**src/rtl/bist_signature_analyzer.sv**
```systemverilog
// bist_signature_analyzer
//   Compacts the serial response stream of the BIST scan chain into a
//   serial-input signature register (SISR). At the end of the session it
//   compares the signature with GOLDEN and gives one pass/fail verdict.
//   Window 0 unloads the pre-test chain contents. Its bits are counted but
//   not compacted. Windows 1..NUM_PATTERNS are compacted.
// Ports
//   clk       in  system clock, rising edge
//   rst       in  synchronous active-high reset
//   start     in  session start pulse (honoured in IDLE or DONE only)
//   scan_en   in  chain shift enable (1 = shift, 0 = capture/hold)
//   scan_out  in  serial data out of the scan chain
//   busy      out session in progress (SHIFT or CAPTURE)
//   done      out session finished, held until start or rst
//   pass      out 1 iff done, no error, and signature == GOLDEN
//   err       out scan_en dropped mid-window, held until start or rst
//   signature out current SISR contents
module bist_signature_analyzer #(
  parameter int unsigned           CHAIN_LEN    = 8,
  parameter int unsigned           NUM_PATTERNS = 8,
  parameter int unsigned           SIG_WIDTH    = 8,
  parameter logic [SIG_WIDTH-1:0]  POLY         = 8'h1D,
  parameter logic [SIG_WIDTH-1:0]  GOLDEN       = 8'h00
) (
  input  logic                 clk,
  input  logic                 rst,
  input  logic                 start,
  input  logic                 scan_en,
  input  logic                 scan_out,
  output logic                 busy,
  output logic                 done,
  output logic                 pass,
  output logic                 err,
  output logic [SIG_WIDTH-1:0] signature
);

  localparam int unsigned BIT_W = (CHAIN_LEN > 1) ? $clog2(CHAIN_LEN) : 1;
  localparam int unsigned WIN_W = $clog2(NUM_PATTERNS + 1);

  localparam logic [1:0] S_IDLE    = 2'd0;
  localparam logic [1:0] S_SHIFT   = 2'd1;
  localparam logic [1:0] S_CAPTURE = 2'd2;
  localparam logic [1:0] S_DONE    = 2'd3;

  logic [1:0]           state, state_d;
  logic [BIT_W-1:0]     bit_cnt, bit_cnt_d;
  logic [WIN_W-1:0]     win_cnt, win_cnt_d;
  logic [SIG_WIDTH-1:0] sig_d, sig_shift;
  logic                 busy_d, done_d, pass_d, err_d;
  logic                 fb;

  // State and output registers
  always_ff @(posedge clk) begin
    if (rst) begin
      state     <= S_IDLE;
      bit_cnt   <= '0;
      win_cnt   <= '0;
      signature <= '0;
      busy      <= 1'b0;
      done      <= 1'b0;
      pass      <= 1'b0;
      err       <= 1'b0;
    end else begin
      state     <= state_d;
      bit_cnt   <= bit_cnt_d;
      win_cnt   <= win_cnt_d;
      signature <= sig_d;
      busy      <= busy_d;
      done      <= done_d;
      pass      <= pass_d;
      err       <= err_d;
    end
  end

  // Next-state, counter, SISR and verdict logic
  always_comb begin
    state_d   = state;
    bit_cnt_d = bit_cnt;
    win_cnt_d = win_cnt;
    sig_d     = signature;
    done_d    = done;
    pass_d    = pass;
    err_d     = err;

    fb        = signature[SIG_WIDTH-1] ^ scan_out;
    sig_shift = {signature[SIG_WIDTH-2:0], 1'b0} ^ (fb ? POLY : '0);

    case (state)
      S_IDLE, S_DONE: begin
        if (start) begin
          state_d   = S_SHIFT;
          bit_cnt_d = '0;
          win_cnt_d = '0;
          sig_d     = '0;
          done_d    = 1'b0;
          pass_d    = 1'b0;
          err_d     = 1'b0;
        end
      end

      // CAPTURE shares the shift path: its first scan_en=1 edge is bit 0
      // of the next window (bit_cnt is already 0 there).
      S_SHIFT, S_CAPTURE: begin
        if (scan_en) begin
          state_d = S_SHIFT;
          if (win_cnt != '0) sig_d = sig_shift;
          if (bit_cnt == BIT_W'(CHAIN_LEN - 1)) begin
            if (win_cnt == WIN_W'(NUM_PATTERNS)) begin
              state_d = S_DONE;
              done_d  = 1'b1;
              pass_d  = (sig_d == GOLDEN);
            end else begin
              state_d   = S_CAPTURE;
              bit_cnt_d = '0;
              win_cnt_d = win_cnt + WIN_W'(1);
            end
          end else begin
            bit_cnt_d = bit_cnt + BIT_W'(1);
          end
        end else if (state == S_SHIFT) begin
          // Short window: the chain stopped before all bits were unloaded
          state_d = S_DONE;
          done_d  = 1'b1;
          pass_d  = 1'b0;
          err_d   = 1'b1;
        end
      end

      default: state_d = S_IDLE;
    endcase

    busy_d = (state_d == S_SHIFT) || (state_d == S_CAPTURE);
  end

endmodule

```
**config.mk**
```make
export PLATFORM = sky130hd
export DESIGN_NAME = bist_signature_analyzer
export DESIGN_NICKNAME = d
export VERILOG_FILES = /design/src/rtl/bist_signature_analyzer.sv
export SDC_FILE = /design/constraint.sdc
export NUM_CORES = 1
export LEC_CHECK = 0
export ABC_AREA = 1
export BUFFER_PORTS_ARGS = -buffer_cell sky130_fd_sc_hd__buf_2
export CAP_MARGIN = 20
export CORE_ASPECT_RATIO = 0.8
export CORE_UTILIZATION = 52
export DETAILED_ROUTE_END_ITERATION = 16
export PLACE_DENSITY = 0.81
export SLEW_MARGIN = 20
export SYNTH_ARGS = -nofsm -noshare
export SYNTH_HDL_FRONTEND = slang
export SYNTH_SLANG_ARGS = --single-unit
```
**constraint.sdc**
```tcl
create_clock -name clk -period 3.6 [get_ports clk]
set_clock_uncertainty 0.15 [all_clocks]
set_input_delay 0.54 -clock clk [delete_from_list [all_inputs] [get_ports clk]]
set_output_delay 0.54 -clock clk [all_outputs]
set_load 0.02 [all_outputs]
```
==> results.cfg <==
[sta]
hold_violations = 0
tightest_slew_ns = 0.3315
maxClockFrequency_mhz = 492.0
hold_slack_ns = 0.3120
finalCritPeriodShare = 0.5645
slew_headroom = 0.7790
setup_viol = 0
min_period_ns = 2.032
rsz0062_at_grt = false
slew_violations = 0
setup_tns_ns = 0

[yosys]
yosysMostFrequentCell = nand2_1
ys_async_sr_fraction = 0
synth.yosys.warnings = 0
netlist_instances = 187
avgSynthCellArea_um2 = 6.651
synth_ff_type = dfxtp_1
yosysTopAreaCell = dfxtp_1
synth_nets = 199
ys_types = 27
synth.top_cells.by_count = nand2_1 (58), inv_1 (27), dfxtp_1 (21)
synth_area_leaders = dfxtp_1 (34%), nand2_1 (18%), inv_1 (8.1%), ha_1 (7.0%), a21oi_1 (6.4%)
synth-seq-area-share = 0.3380
ys_ff_latch = 21
synth_edf_count = 0
synth_area_um2 = 1244
synth_top_area_frac = 0.3380

[flow_run]
cap_violations = 0

[clocking]
htreeDepth = 1
clk_pin_slew_ns = 0.13
post_cts.repair.setup_buffers = 0
cts_buffers = 3
cts_hold_buf = 0
clk_latency_ns = 0.31
root_buffer = clkbuf_4
cts_tree = built
cts_sinks = 21
post_cts_resize_count = 0
clockBufferDepth = 2

[hold_path]
worst_hold_path_type = flip-flop to flip-flop
hold_path.startpoint = err

[detailed_routing]
via_per_inst = 5.167
wl_per_cell_um = 11.10
ant_nets = 0
vias = 1178
drt-initial-drc-count = 68
drt-pass1-iter-count = 10
wirelength_um = 2531
drc = 2

[critical_path]
startpoint = state[0]
worstPathRequired_ns = 3.70
crit_type = flip-flop to flip-flop
critPathArrivalTime_ns = 2.13
critPathMaxFanout = 11
cp-end-kind = flip-flop
startpoint_type = flip-flop
worstReg2RegStart = state[0]

[final_layout]
layout-drive-gt1-share = 0.1675
utilization = 0.6102
area_growth_pct = 8.652
diodes = 0
seqCellArea_um2 = 420.4
final_area_um2 = 1351
final.fill_count = 202
finish.net_count = 216
multiInputGateArea_um2 = 684.4
instances_no_fill = 228

[power]
p_per_area_nw_per_um2 = 355.4
peakVddDrop_mv = 0.3023
power_leakage_nw = 0.6436

[floorplanning]
core_area_um2 = 2215
num_io_pins = 17
num_rows = 15
die_height_um = 45.74
die_w_um = 56.68
dieArea_um2 = 2592
initial_utilization = 0.5616

[grt]
grt_max_degree = 14
grt_overflow = 0
track_usage = 0.2198
grt_pass1_wl_um = 4388
antenna_found_initial = 0
grt_pass1_vias = 987

[run_status]
outcome = finished with violations
violations = design-rule violations

[placed_design]
routabilityCongestion = 0.8398
placed_area_um2 = 1321
hpwl_um = 1989
port_buffers = 16
dp.cells = 224
sequential cells by signal (all words and copies together) (netlist names):
signal     cells
pass           1
busy           1
win_cnt        4
bit_cnt        3
signature      8
err            1
done           1
state          2
through the flow:
stage | setup WS [ns] | total power (W)
detailed placement | 1.605 | 0.0003659
finish | 1.568 | 0.0004803
CTS | 1.570 | 0.0004848
global route | 1.352 | 0.0005134
floorplan | 1.859 | 0.0003463
global placement | 1.674 | 0.0003626
power by group:
| part | switching (W) | internal, W | leakage, nW |
|---|---|---|---|
| combinational | 0.0000767 | 0.0000343 | 0.459 |
| sequential | 0.00000567 | 0.000244 | 0.170 |
| clock | 0.0000769 | 0.0000424 | 0.0139 |
cell families (layout without fill, tap and decap cells):
kind of cell,after synthesis,after routing,synth area share
simple gates,98,98,0.3491
buf+inv,32,48,0.1117
compound gates,29,29,0.1308
flops,21,21,0.3380
fa+ha+maj,7,7,0.07042
area by class of cell:
cell class,count,share of cell area
clock buffer,3,0.01667
timing repair buffer,16,0.05926
multi-input combinational,134,0.5065
inverter,28,0.07778
tap,25,0.02315
clock inverter,1,0.005556
sequential,21,0.3111
metal layers:
metal / up-vias / GRT usage / share of wire
met3: 2 / 0.06534 / 0.051
met4: 0 / 0.03000 / 0.0040
met1: 528 / 0.3065 / 0.53
li1: 628 / - / -
met2: 20 / 0.3476 / 0.42
met5: - / 0 / 0
placed cells by master, fill, tap and decap left out, types with 2 or more instances in the layout:
cell type and instances:
a21oi_2 2, ha_1 7, dfxtp_1 21, nor3_1 3, nand2_2 3, nand3_1 11, o21ai_0 5, nor2_2 2
clkbuf_4 3, nand2_1 58, nor2_1 14, inv_1 27, nand4_1 2, o22ai_1 2, buf_2 16, a21oi_1 16
worst max-delay path, stage by stage, from the launching register on:
cell and delay [ns]:
dfxtp_1 0.36, inv_1 0.08, ha_1 0.45, nand2_2 0.11, inv_1 0.27, nand2_1 0.09, inv_1 0.09, nor2_1 0.07
inv_1 0.08, nand4_1 0.07, a21oi_1 0.14
final timing paths:
| kind | endpoint | slack (ns) | cells after the start |
|---|---|---|---|
| worst max register to register | bit_cnt[1] | 1.57 | 10 |
| worst min register to register | err | 0.31 | 2 |
| worst max-delay path | bit_cnt[1] | 1.57 | 10 |
| worst min-delay path | err | 0.31 | 2 |
Power figures use the tool's default switching activity.
